File: src/rtl/mem_access_seq.sv
// MEM-stage data access sequencer: direct/indirect word and byte accesses on a single-port memory.
// Optional wait timeout enabled with `define MEM_ACCESS_SEQ_TIMEOUT_EN.
module mem_access_seq #(
  parameter int TIMEOUT_CYCLES = 64,
  parameter int ADDR_W         = 16,
  parameter int DATA_W         = 16
) (
  input  logic              clk,
  input  logic              rst,
  input  logic              req_valid,
  input  logic              req_is_store,
  input  logic              req_is_byte,
  input  logic              req_is_ind,
  input  logic [ADDR_W-1:0] req_addr,
  input  logic [DATA_W-1:0] req_wdata,
  output logic              stall,
  output logic              done,
  output logic [DATA_W-1:0] load_data,
  output logic              mem_read,
  output logic              mem_write,
  output logic [ADDR_W-1:0] mem_address,
  output logic [DATA_W-1:0] mem_wdata,
  output logic [1:0]        mem_byte_enable,
  input  logic [DATA_W-1:0] mem_rdata,
  input  logic              mem_resp,
  output logic              err
);

  typedef enum logic [1:0] {IDLE = 2'd0, IND = 2'd1, ACCESS = 2'd2, DONE = 2'd3} state_t;

  state_t            state_r, state_s;
  logic              cap_is_store_r, cap_is_byte_r;
  logic [ADDR_W-1:0] cap_addr_r;
  logic [DATA_W-1:0] cap_wdata_r;
  logic [DATA_W-1:0] load_data_r;
  logic              timeout_s;
  logic              waiting_s;

  assign waiting_s = (state_r == IND) || (state_r == ACCESS);

`ifdef MEM_ACCESS_SEQ_TIMEOUT_EN
  localparam int CNT_W = $clog2(TIMEOUT_CYCLES + 1);
  logic [CNT_W-1:0] wait_cnt_r;
  logic             err_r;

  assign timeout_s = waiting_s && !mem_resp && (wait_cnt_r == CNT_W'(TIMEOUT_CYCLES - 1));

  // Wait counter restarts whenever a waiting state is entered; err is sticky until reset.
  always_ff @(posedge clk) begin
    if (rst) begin
      wait_cnt_r <= '0;
      err_r      <= 1'b0;
    end else begin
      if (state_s != state_r) wait_cnt_r <= '0;
      else if (waiting_s && !mem_resp) wait_cnt_r <= wait_cnt_r + CNT_W'(1);
      if (timeout_s) err_r <= 1'b1;
    end
  end

  assign err = err_r;
`else
  assign timeout_s = 1'b0;
  assign err       = 1'b0;
`endif

  // State register, request capture, pointer update and load result.
  always_ff @(posedge clk) begin
    if (rst) begin
      state_r        <= IDLE;
      cap_is_store_r <= 1'b0;
      cap_is_byte_r  <= 1'b0;
      cap_addr_r     <= '0;
      cap_wdata_r    <= '0;
      load_data_r    <= '0;
    end else begin
      state_r <= state_s;
      case (state_r)
        IDLE: begin
          if (req_valid) begin
            cap_is_store_r <= req_is_store;
            cap_is_byte_r  <= req_is_byte;
            cap_addr_r     <= req_addr;
            cap_wdata_r    <= req_wdata;
          end
        end
        IND: begin
          if (mem_resp) cap_addr_r <= mem_rdata[ADDR_W-1:0];
        end
        ACCESS: begin
          if (mem_resp && !cap_is_store_r) begin
            if (cap_is_byte_r)
              load_data_r <= {8'h00, (cap_addr_r[0] ? mem_rdata[15:8] : mem_rdata[7:0])};
            else
              load_data_r <= mem_rdata;
          end
        end
        default: ;
      endcase
    end
  end

  // Next state and memory interface decode.
  always_comb begin
    state_s         = state_r;
    stall           = 1'b0;
    mem_read        = 1'b0;
    mem_write       = 1'b0;
    mem_address     = '0;
    mem_wdata       = '0;
    mem_byte_enable = 2'b11;
    case (state_r)
      IDLE: begin
        stall = req_valid;
        if (req_valid) state_s = req_is_ind ? IND : ACCESS;
        else           state_s = IDLE;
      end
      IND: begin
        stall       = 1'b1;
        mem_read    = 1'b1;
        mem_address = {cap_addr_r[ADDR_W-1:1], 1'b0};
        if (mem_resp)       state_s = ACCESS;
        else if (timeout_s) state_s = DONE;
        else                state_s = IND;
      end
      ACCESS: begin
        stall     = 1'b1;
        mem_write = cap_is_store_r;
        mem_read  = ~cap_is_store_r;
        if (cap_is_byte_r) begin
          mem_address     = cap_addr_r;
          mem_byte_enable = cap_addr_r[0] ? 2'b10 : 2'b01;
          mem_wdata       = {cap_wdata_r[7:0], cap_wdata_r[7:0]};
        end else begin
          mem_address     = {cap_addr_r[ADDR_W-1:1], 1'b0};
          mem_byte_enable = 2'b11;
          mem_wdata       = cap_wdata_r;
        end
        if (mem_resp)       state_s = DONE;
        else if (timeout_s) state_s = DONE;
        else                state_s = ACCESS;
      end
      DONE: begin
        state_s = IDLE;
      end
      default: begin
        state_s = IDLE;
      end
    endcase
  end

  assign done      = (state_r == DONE);
  assign load_data = load_data_r;

endmodule

File: config.mk
export PLATFORM = sky130hd
export DESIGN_NAME = mem_access_seq
export DESIGN_NICKNAME = d
export VERILOG_FILES = /design/src/rtl/mem_access_seq.sv
export SDC_FILE = /design/constraint.sdc
export NUM_CORES = 1
export LEC_CHECK = 0
export CAP_MARGIN = 30
export CORE_UTILIZATION = 43
export CTS_CLUSTER_DIAMETER = 80
export DETAILED_ROUTE_END_ITERATION = 10
export GPL_TIMING_DRIVEN = 0
export PLACE_DENSITY = 0.77
export SYNTH_ARGS = -nofsm -noshare
export SYNTH_HDL_FRONTEND = slang
export SYNTH_SLANG_ARGS = --single-unit
File: constraint.sdc
create_clock -name clk -period 2.4 [get_ports clk]
set_input_delay 0.48 -clock clk [delete_from_list [all_inputs] [get_ports clk]]
set_output_delay 0.48 -clock clk [all_outputs]
set_load 0.03 [all_outputs]
### After elaboration in Yosys (flattened, before gate mapping)

Cells that the tools add are included.

* RAM bits: 0
* word-level logic and storage cells: 40
* output and inout bits: 55
* ROM bits: 0
* memories: 0
* register bits after elaboration: 52
* bits of input ports: 55
* latch bits: 0

* magnitude comparators: 0
* multipliers: 0
* add/sub/neg operators: 0
* divide/modulo/power cells: 0
* bitwise operators: 1
* reductions and logical operators: 8
* muxes and demuxes: 20
* shifts and indexed selects: 0
* equality and inequality tests: 5

Operator list (count)
* 16-bit 2-to-1 mux: 5
* 16-bit one-hot mux with 2 select lines: 2
* 2-bit 2-to-1 mux: 6
* 8-bit 2-to-1 mux: 1
* 2-bit one-hot mux with 4 select lines: 1
* 2-bit == test, second input constant: 2
* 2-bit != test, second input constant: 2
* 1-bit one-hot mux with 2 select lines: 2
* 2-bit AND reduction: 2
* 1-bit 2-to-1 mux: 3
* 3-bit AND reduction: 1
* 2-bit by 1-bit == test with 1-bit output, second input constant: 1
* 2-bit zero test: 1
* 2-bit nonzero test: 1
* 2-bit OR reduction: 1
* 1-bit logical AND: 1
* 1-bit zero test: 1
* 1-bit NOT: 1

### Longest topological paths before layout

* word-level depth: 3
* depth in mapped cells: 9
* gate-level depth less buffers: 5

### Worst setup path before layout

No wires, ideal clock.

* path type: reg2out
* start: register state_r[0]
* end: output mem_address[0]
* cell stages (with the launch flop): 6
* arrival time: 1.630 ns
* setup slack: 0.290 ns
* path through: dfxtp_1 inv_1 ha_1 clkbuf_1 nand3_1 nor2_1

* longest elaborated chain between the ends: 2
* elaborated cells on any way between the ends: 3

RTL lines
* start: declaration: line 31 `state_t state_r, state_s;`
* start signal: assignment: line 76 `state_r <= state_s;`
* 2-bit == test or 2-bit by 1-bit == test with 1-bit output (tied branches): line 111 `case (state_r)`
* 16-bit one-hot mux with 2 select lines *: line 111
* end: declaration: line 21 `output logic [ADDR_W-1:0] mem_address,`

Every way passes the cells marked *; elsewhere a longest branch is shown, timed or not.

### Final worst setup path

* start: register state_r[0]
* end: output mem_address[13]

Same word-level chain as after synthesis.

==> reports/metrics.yaml <==
run_status:
  status: "completed"
yosys:
  syn_inst: 311
  synth_area_per_cell_um2: 8.497
  synth_compound_area_share_pct: 18.70
  synthXorXnorAreaFrac_pct: 0
  synth_fa_ha_area_share_pct: 3.314
  synth_seq_cells: 52
  syn-cell-area_um2: 2643
  synth_seq_area_share_pct: 39.39
  async_flop_share_pct: 0
  yosys-top-cells-count: "nand2_1, dfxtp_1, a21oi_1"
  synth_ff_type: "dfxtp_1"
  synth-simple-area-share_pct: 23.06
  synth_edf_count: 0
  muxShareOfSynthArea_pct: 9.659
  yosys_warnings: 0
  yosysMostFrequentCell: "nand2_1"
  synth_nets: 373
  synth_top_family_by_area: "simple AND/OR/NAND/NOR gates"
  synth_cell_types: 26
  synth_area_leaders: "dfxtp_1, mux2i_1, a21oi_1"
  synth_top_area_share_pct: 39.39
  synth_top_cell_by_area: "dfxtp_1"
sta:
  fin_ws_ns: 0.08703
  fmax_mhz: 432.3
  period_share_pct: 96.37
  slew_violations: 0
  finalSetupViolCount: 0
  slew_headroom_pct: 59.71
  finalHoldViolCount: 0
  min_period_ns: 2.313
  rsz0062_at_grt: "no"
  tightestPinTransition_ns: 0.6044
  skew_ns: 0.006028
cts:
  cts_root_buffer: "clkbuf_8"
  htreeDepth: 2
  post-cts-setup-buffers: 0
  cts_tree: "yes"
  path_clk_slew_ns: 0.10
  cts.sinks: 52
  cts_buffer_depth: 2
  clk_latency_ns: 0.31
  numCtsBuffers: 5
power:
  power.share.clock_pct: 18.4
  internal-power_mw: 1.717
  switchingPower_mw: 1.070
  p_leak_nw: 1.524
  powerDensity_nw_per_um2: 721.5
  switching_share_pct: 38.39
  power_mw: 2.787
  ir_worst_vdd_uv: 362.2
  pwr-share-comb_pct: 42.5
  pwr-share-seq_pct: 39.1
routing:
  ant_nets: 0
  post_drt_via_cell_ratio: 5.194
  wl_mm: 7.719
  wire_per_inst_um: 15.44
  vias: 2597
  first_pass_iters: 4
  drtIter0Drc: 153
  drc: 0
setup_path:
  worst_ep_arrival_time_ns: 1.83
  startpoint_type: "register"
  cp_data_required_time_ns: 1.92
  slowest_delay_ns: 0.38
  cp_cell_sequence: "inv_1, ha_1, inv_1, nor2_4, clkbuf_8, and2_1, clkbuf_4"
  path_class: "reg2out"
  path_max_fanout: 10
  end_kind: "output pin"
  cp_top_family: "buffers and inverters"
  crit_slowest_cell: "dfxtp_4"
  crit_top_cell: "inv_1"
  critical_path_buf_inv_count: 4
finish:
  drive_gt1_share_pct: 13.18
  diodes: 0
  syn_to_final_growth_pct: 46.16
  fillers: 512
  nets: 486
global_route:
  grt-ovfl-total: 0
  gr-usage-met1_pct: 30.54
  grt_pass1_vias: 2593
  grt-busiest-layer: "met2"
  use_met2_pct: 43.22
  grt_max_degree: 20
  grt_pass1_wl_mm: 12.36
  grt.total_usage_pct: 25.02
  gr-usage-met3_pct: 6.591
  antenna_found_initial: 0
floorplan:
  dieArea_um2: 6463
  rows: 28
  core_um2: 5921
  die_w_um: 80.39
  fp.dieH_um: 80.39
  initial_core_util_pct: 44.63
  io_pins: 110
worst_hold_path:
  min_path_type: "reg2reg"
place:
  dp_hpwl_mm: 5.880
  pre_cts_slack_ns: -0.5886
  port_buffers: 107
  routabilityCongestion: 0.7887
job:
  maxCapViolations: 0
## repair_timing
| action | in CTS | in global routing |
|---|---|---|
| hold buffers | 0 | 0 |
| pin swaps | 0 | 1 |
| setup endpoints to repair | 37 | 17 |
| resized for setup | 97 | 12 |
## power by group through the flow
| stage | Clock (mW) | Combinational [mW] | Sequential [mW] |
|---|---|---|---|
| after floorplan | 0 | 0.750 | 1.13 |
| after global placement | 0 | 1.16 | 1.10 |
| after CTS | 0.511 | 1.18 | 1.09 |
| after global routing | 0.549 | 1.29 | 1.11 |
| final | 0.513 | 1.19 | 1.09 |
| after detailed placement | 0 | 1.18 | 1.11 |
## placed cells by master (no fill, tap or decap), types with 2 or more instances in the layout
master           instances
a211oi_1                 8
nand2b_1                 2
a311oi_1                 9
a21oi_1                 44
clkbuf_2                 4
nor2_1                   9
mux2i_1                 24
dfxtp_1                 50
and2_1                  24
clkinv_2                 2
dlygate4sd2_1           20
clkdlybuf4s50_1         70
clkbuf_8                 6
clkdlybuf4s15_2          5
nor2b_1                  9
nand2_1                 54
a211oi_2                10
clkbuf_1                10
nand3b_1                10
nand3_1                  9
inv_1                    4
ha_1                     7
buf_2                   13
clkbuf_4                 4
buf_6                    3
## final timing paths
path | startpoint | end | slack [ns] | cells past startpoint
worst max register to register | state_r[1] | cap_addr_r[7] | 0.49 | 8
worst min register to register | load_data[11] | load_data[11] | 0.46 | 2
worst min-delay path | load_data[11] | load_data[11] | 0.46 | 2
worst max-delay path | state_r[0] | mem_address[13] | 0.09 | 7
## sequential cells by signal, summed over array words and instances, names as in the netlist
signal / flops
load_data: 16
cap_is_store_r: 1
state_r: 2
cap_wdata_r: 16
cap_is_byte_r: 1
cap_addr_r: 16
## kinds of logic (layout without fill, tap and decap cells)
| logic type | after synthesis | count (layout) |
|---|---|---|
| AND/OR/NAND/NOR | 123 | 123 |
| adder cells (fa/ha/maj) | 7 | 7 |
| buffers and inverters | 31 | 145 |
| multiplexers | 25 | 25 |
| AO/OA/AOI/OAI | 72 | 72 |
| flip-flops | 52 | 52 |
| other | 1 | 1 |
## through the flow
step | setup TNS [ns] | area (um2) | cells | hold WS, ns | util, %
after global placement | -5.987 | 3807 | 493 | 0.4421 | 64.31
after floorplan | 0 | 2643 | 311 | 0.4357 | -
after global routing | 0 | 3862 | 500 | 0.4742 | 65.24
after detailed placement | -5.647 | 3807 | 493 | 0.4465 | 64.31
after CTS | 0 | 3845 | 500 | 0.4602 | 64.94
final | 0 | 3862 | 500 | 0.4582 | 65.24
## layout make-up
class,instances,area (um2),area share [%]
multi-input cells,228,1468,38.00
flip-flops and latches,52,1046,27.08
repair buffers,107,1006,26.04
plain buffers,26,146.4,3.790
well taps,75,93.84,2.430
clock buffers,5,68.82,1.782
clock inverters,3,18.77,0.4859
inverters,4,15.01,0.3887
## worst reg2reg max path, cell delays in order (launching register included)
cell and delay, ns:
dfxtp_2 0.36, inv_1 0.09, ha_1 0.21, buf_6 0.15, nand2b_1 0.06, buf_2 0.19
clkbuf_1 0.40, a21oi_1 0.15, a211oi_2 0.22
## per-layer routing
| layer | vias up | part of all wire [%] |
|---|---|---|
| met4 | 0 | 1.1 |
| met5 | - | 0 |
| li1 | 1292 | - |
| met1 | 1179 | 43 |
| met2 | 117 | 48 |
| met3 | 9 | 8.1 |
(Power assumes the default switching activity.)
